$ cat src/rtl/matmul3_pkg.sv
// rtl/matmul3_pkg.sv - shared sizing constants and FSM encoding for the 3x3 matrix multiply controller
package matmul3_pkg;

    localparam int DATA_WIDTH = 8;
    localparam int ACC_WIDTH  = 16;
    localparam int DIM        = 3;
    localparam int MAC_LAT    = 2;
    localparam int IDX_W      = $clog2(DIM * DIM);

    typedef enum logic [1:0] {
        ST_IDLE  = 2'd0,
        ST_RUN   = 2'd1,
        ST_DRAIN = 2'd2
    } state_e;

endpackage

$ cat src/rtl/matmul3_operand_sel.sv
// rtl/matmul3_operand_sel.sv - maps a row-major issue index to the A row and B column presented to the MAC
module matmul3_operand_sel #(
    parameter int DATA_WIDTH = matmul3_pkg::DATA_WIDTH,
    parameter int DIM        = matmul3_pkg::DIM,
    parameter int IDX_W      = matmul3_pkg::IDX_W
) (
    input  logic [DIM*DIM*DATA_WIDTH-1:0] a_i,
    input  logic [DIM*DIM*DATA_WIDTH-1:0] b_i,
    input  logic [IDX_W-1:0]              issue_idx_i,
    input  logic                          issue_en_i,
    output logic [DIM*DATA_WIDTH-1:0]     row_o,
    output logic [DIM*DATA_WIDTH-1:0]     col_o
);

    localparam int SEL_W = $clog2(DIM);

    logic [SEL_W-1:0] row_sel;
    logic [SEL_W-1:0] col_sel;

    always_comb begin
        row_sel = '0;
        col_sel = '0;
        for (int r = 0; r < DIM; r++) begin
            for (int c = 0; c < DIM; c++) begin
                if (int'(issue_idx_i) == r * DIM + c) begin
                    row_sel = SEL_W'(r);
                    col_sel = SEL_W'(c);
                end
            end
        end
    end

    // Element 0 of the row/column lands in the most significant slot.
    always_comb begin
        row_o = '0;
        col_o = '0;
        if (issue_en_i) begin
            for (int t = 0; t < DIM; t++) begin
                row_o[(DIM-1-t)*DATA_WIDTH +: DATA_WIDTH] =
                    a_i[(int'(row_sel) * DIM + t) * DATA_WIDTH +: DATA_WIDTH];
                col_o[(DIM-1-t)*DATA_WIDTH +: DATA_WIDTH] =
                    b_i[(t * DIM + int'(col_sel)) * DATA_WIDTH +: DATA_WIDTH];
            end
        end
    end

endmodule

$ cat src/rtl/matmul3_ctrl.sv
// rtl/matmul3_ctrl.sv - 3x3 matrix multiply controller: streams row/column pairs to an external MAC and gathers C
module matmul3_ctrl #(
    parameter int DATA_WIDTH = matmul3_pkg::DATA_WIDTH,
    parameter int ACC_WIDTH  = matmul3_pkg::ACC_WIDTH,
    parameter int DIM        = matmul3_pkg::DIM,
    parameter int MAC_LAT    = matmul3_pkg::MAC_LAT
) (
    input  logic                          clk,
    input  logic                          reset,
    input  logic                          start,
    input  logic [DIM*DIM*DATA_WIDTH-1:0] a_flat,
    input  logic [DIM*DIM*DATA_WIDTH-1:0] b_flat,
    output logic [DIM*DATA_WIDTH-1:0]     mac_row,
    output logic [DIM*DATA_WIDTH-1:0]     mac_col,
    output logic                          mac_start,
    input  logic [ACC_WIDTH-1:0]          mac_result,
    output logic [DIM*DIM*ACC_WIDTH-1:0]  c_flat,
    output logic                          busy,
    output logic                          done
);
    import matmul3_pkg::*;

    localparam int NEL  = DIM * DIM;
    localparam int IW   = $clog2(NEL);
    localparam int PIPE = (MAC_LAT > 1) ? MAC_LAT - 1 : 1;
    localparam logic [IW-1:0] LAST_IDX = IW'(NEL - 1);

    state_e                        state_q;
    logic [NEL*DATA_WIDTH-1:0]     a_q;
    logic [NEL*DATA_WIDTH-1:0]     b_q;
    logic [NEL*ACC_WIDTH-1:0]      c_q;
    logic [IW-1:0]                 issue_idx_q;
    logic [IW-1:0]                 cap_idx_q;
    logic                          mac_start_q;
    logic [PIPE-1:0]               cap_pipe_q;
    logic                          busy_q;
    logic                          done_q;
    logic                          cap_valid;

    // mac_start trails the operands by one edge; the pipe adds the rest of the MAC latency.
    assign cap_valid = cap_pipe_q[PIPE-1];

    always_ff @(posedge clk or negedge reset) begin
        if (!reset) begin
            state_q     <= ST_IDLE;
            a_q         <= '0;
            b_q         <= '0;
            c_q         <= '0;
            issue_idx_q <= '0;
            cap_idx_q   <= '0;
            mac_start_q <= 1'b0;
            cap_pipe_q  <= '0;
            busy_q      <= 1'b0;
            done_q      <= 1'b0;
        end else begin
            done_q        <= 1'b0;
            mac_start_q   <= (state_q == ST_RUN);
            cap_pipe_q[0] <= mac_start_q;
            for (int s = 1; s < PIPE; s++) begin
                cap_pipe_q[s] <= cap_pipe_q[s-1];
            end

            if (cap_valid) begin
                c_q[int'(cap_idx_q)*ACC_WIDTH +: ACC_WIDTH] <= mac_result;
                cap_idx_q <= cap_idx_q + 1'b1;
            end

            case (state_q)
                ST_IDLE: begin
                    if (start) begin
                        a_q         <= a_flat;
                        b_q         <= b_flat;
                        c_q         <= '0;
                        busy_q      <= 1'b1;
                        issue_idx_q <= '0;
                        cap_idx_q   <= '0;
                        state_q     <= ST_RUN;
                    end
                end
                ST_RUN: begin
                    if (issue_idx_q == LAST_IDX) begin
                        issue_idx_q <= '0;
                        state_q     <= ST_DRAIN;
                    end else begin
                        issue_idx_q <= issue_idx_q + 1'b1;
                    end
                end
                ST_DRAIN: begin
                    if (cap_valid && cap_idx_q == LAST_IDX) begin
                        cap_idx_q <= '0;
                        busy_q    <= 1'b0;
                        done_q    <= 1'b1;
                        state_q   <= ST_IDLE;
                    end
                end
                default: state_q <= ST_IDLE;
            endcase
        end
    end

    matmul3_operand_sel #(
        .DATA_WIDTH (DATA_WIDTH),
        .DIM        (DIM),
        .IDX_W      (IW)
    ) u_operand_sel (
        .a_i         (a_q),
        .b_i         (b_q),
        .issue_idx_i (issue_idx_q),
        .issue_en_i  (state_q == ST_RUN),
        .row_o       (mac_row),
        .col_o       (mac_col)
    );

    assign mac_start = mac_start_q;
    assign c_flat    = c_q;
    assign busy      = busy_q;
    assign done      = done_q;

endmodule

$ cat config.mk
export PLATFORM = sky130hd
export DESIGN_NAME = matmul3_ctrl
export DESIGN_NICKNAME = d
export VERILOG_FILES = /design/src/rtl/matmul3_pkg.sv /design/src/rtl/matmul3_operand_sel.sv /design/src/rtl/matmul3_ctrl.sv
export SDC_FILE = /design/constraint.sdc
export NUM_CORES = 1
export LEC_CHECK = 0
export CAP_MARGIN = 30
export CORE_MARGIN = 2
export CORE_UTILIZATION = 38
export CTS_BUF_LIST = sky130_fd_sc_hd__clkbuf_8
export DETAILED_ROUTE_END_ITERATION = 10
export PLACE_DENSITY_LB_ADDON = 0.08
export SLEW_MARGIN = 5
export SYNTH_ARGS = -nofsm -noshare
export SYNTH_HDL_FRONTEND = slang
export SYNTH_HIERARCHICAL = 1
export SYNTH_SLANG_ARGS = --single-unit
export TNS_END_PERCENT = 20
$ cat constraint.sdc
create_clock -name clk -period 2.97 [get_ports clk]
set_input_delay 0.891 -clock clk [delete_from_list [all_inputs] [get_ports clk]]
set_output_delay 0.891 -clock clk [all_outputs]
set_load 0.01 [all_outputs]
==> summary.md <==
| Metric | Value |
|---|---|
| Status | complete, but fails checks |
| Failing checks | setup timing |
| WL/cell | 18.4 µm |
| Later-pin clock latency in the skew report | 0.57 ns |
| Final WL | 45500 µm |
| Sequential Area | 7560 µm² |
| CTS H-tree depth | 2 |
| TNS Setup | -10.02 ns |
| Power share of the combinational group | 9.2% |
| Number of global-route vias before repair | 12500 |
| Starting Density | 38.5% |
| P_sw | 2.20 mW |
| Max-Cap Viols | 0 |
| Die width | 197 µm |
| Final setup margin | -0.392 ns |
| Unrepaired setup endpoints after global routing | true |
| Crit-path max cell delay | 0.44 ns |
| I/O pin cnt | 358 |
| Final min period | 3.36 ns |
| First-pass GRT wire length | 70400 µm |
| Fmax | 297 MHz |
| Fillers | 3438 |
| Crit-path cells | buf_6 > nor3_4 > a21oi_4 > inv_2 > ha_4 > buf_6 > mux4_2 > and2_4 > buf_6 |
| Num CTS Buffers | 54 |
| Synth unique cells | 58 |
| Max rail drop VDD | 0.250 mV |
| Worst hold path class | input pin to asynchronous set/reset pin |
| Post-synthesis adder-cell area fraction | 0.710% |
| Fin. Hold Viols | 0 |
| Largest net degree at the start of global routing | 71 |
| Antenna viol nets, final | 0 |
| Max-slew headroom at the worst pin | 49.5% |
| CP top delay family | buffers and inverters |
| Place WS | -0.261 ns |
| Post-DP Area | 18500 µm² |
| Final Total Pwr | 9.22 mW |
| Power Density | 467 nW/µm² |
| Post-route insts no fill | 2469 |
| Rows | 70 |
| GPL Wtd Cong | 0.811 |
| Worst Tran Pin Value | 0.756 ns |
| Clock network fraction of total power | 42.5% |
| Tot GR Track Use | 23.2% |
| Seq pwr share | 48.3% |
| Detailed Routing Iterations Pass 1 | 5 |
| Clk root buf | clkbuf_8 |
| Compound-Gate Fraction of Synth Area | 8.31% |
| Register area share after synthesis | 53.6% |
| Count of buffer and inverter cells on the critical path | 4 |
| Slowest stage cell on the critical path | dfrtp_2 |
| Critical Path Sink Type | primary output |
| Post-synthesis mux area share | 6.12% |
| Core Area | 36600 µm² |
| Area of the multi-input gates | 6050 µm² |
| Post-route clock period utilization | 113% |
| Die height | 197 µm |
| Commonest non-fill, non-tap cell in the layout | nand2_1 |
| Initial antenna violation count | 4 |
| Synth Area in XOR/XNOR | 0.435% |
| Static Leak | 9.33 nW |
| Top_reg_cell synth | dfrtp_1 |
| Ys async rst share | 100% |
| Total die area | 38700 µm² |
| Total number of vias | 12400 |
| Cells after Synth | 1575 |
| Kind of critical path | flip-flop to primary output |
| Total congestion overflow | 0 |
| Post-synthesis register bit count | 302 |
| Power Internal | 7.02 mW |
| Final setup fails | 48 |
| Detailed-placement wirelength estimate | 32000 µm |
| Most frequent cells in the layout | 639 x nand2_1, 308 x clkdlybuf4s50_1, 299 x dfrtp_1 |
| Avg Cell Area, Syn | 8.96 µm² |
| Clock Sink Count | 302 |
| Dpl cells | 2368 |
| Port Buf Inserts | 357 |
| Crit Path Max Fanout | 6 |
| Syn Nets | 1746 |
| Largest family of logic cells by synthesized area | simple AND/OR/NAND/NOR gates |
| Worst clock skew | 0.0267 ns |
| YS warnings | 6 |
| Layout Utilization | 54.0% |
| DRC | 0 |
| Startpoint types | flip-flop |
| Share of post-route cells with drive strength above 1 | 12.7% |
| Hold Slack | 0.274 ns |
| Slew Limit Fails | 0 |
| Vias per Instance | 5.04 |
| # nets final | 2133 |
| DR iter-0 viols | 743 |
| Worst EP arrival | 2.47 ns |
| Clock tree buffer depth | 3 |
| Clock transition at the registers of the reported paths | 0.05 ns |
| Switch share | 23.9% |
| Post-route cell area | 19800 µm² |
| CP required | 2.08 ns |
| CTS tree | yes |
| CP dominant cell by count | buf_6 |
| EDFF count, synth | 0 |
| Synth Area in Simple Gates | 26.1% |
| Mapped cell area | 14100 µm² |
| Syn-to-layout area delta | 40.0% |
flip-flops by register name (all words and copies together), names as in the netlist:
name	count
a_q	72
busy	1
issue_idx_q	4
done	1
cap_pipe_q	1
state_q	2
mac_start	1
b_q	72
c_flat	144
cap_idx_q	4
power groups by stage:
stage          combinational [mW]  sequential, mW  clock [mW]
6_report                    0.848            4.45        3.92
5_1_grt                     0.928            4.47        4.22
3_3_place_gp                0.846            4.52           0
3_5_place_dp                0.857            4.52           0
4_1_cts                     0.861            4.45        4.03
2_1_floorplan               0.186            4.53           0
cell usage after synthesis, types with 4 or more instances:
cell type	n	share of area, %
nand2_1	640	17
a21oi_1	99	3.5
nor3_1	4	0.14
mux4_1	6	1.1
nor2b_1	18	0.80
nand3b_1	16	0.85
a22oi_1	8	0.43
inv_1	34	0.90
buf_6	5	0.40
mux2i_1	66	4.7
buf_2	38	1.3
buf_4	10	0.53
nand2b_1	8	0.35
clkbuf_1	55	1.5
nor2_1	13	0.35
and3_1	5	0.22
xnor2_1	4	0.25
ha_1	8	0.71
dfrtp_1	302	54
o221ai_1	24	1.5
nand3_1	115	4.1
o21ai_0	19	0.67
and2_1	10	0.44
a31oi_1	16	0.71
worst paths after layout:
| kind | start | end | slack (ns) | cells past startpoint |
|---|---|---|---|---|
| hold reg to reg | mac_start$_DFF_PN0_ | cap_pipe_q$_DFF_PN0_ | 0.39 | 0 |
| min in group clk | mac_start$_DFF_PN0_ | cap_pipe_q$_DFF_PN0_ | 0.39 | 0 |
| max in group asynchronous | reset | c_flat[126]$_DFF_PN0_ | 1.90 | 2 |
| setup reg to reg | cap_idx_q[1]$_DFF_PN0_ | c_flat[68]$_DFF_PN0_ | 0.39 | 7 |
| hold / removal | reset | c_flat[109]$_DFF_PN0_ | 0.27 | 1 |
| setup / recovery | issue_idx_q[1]$_DFFE_PN0P_ | mac_row[8] | -0.39 | 9 |
layer usage:
| layer | vias up | routed length (µm) | track usage (%) |
|---|---|---|---|
| li1 | 5968 | - | - |
| met1 | 6019 | 19600 | 30.7 |
| met2 | 379 | 21800 | 37.8 |
| met3 | 75 | 3030 | 5.42 |
| met4 | 2 | 1110 | 7.52 |
| met5 | - | 12 | 0 |
what timing repair did:
item / CTS / global route
setup endpoints to repair: 48 / 48
resized for setup: 175 / 40
hold buffers: 0 / 0
buffers inserted: 5 / 1
pin swaps: 11 / 5
endpoints found under the hold margin: 0 / 0
cell families (layout without fill, tap and decap cells):
group	count (synthesis)	after routing
buf+inv	145	569
flops	302	302
mux	74	74
xor+xnor	7	7
simple gates	851	851
other cells	0	2
fa+ha+maj	8	8
compound gates	188	188
cell type report:
type / instances / share of cell area, %
flip-flops and latches: 302 / 38.3
multi-input cells: 1128 / 30.6
clock buffers: 65 / 4.53
diodes: 2 / 0.0253
repair buffers: 442 / 22.0
clock inverters: 28 / 0.976
inverters: 34 / 0.646
well taps: 468 / 2.96
Note: power is estimated with default switching activity, not from simulation.
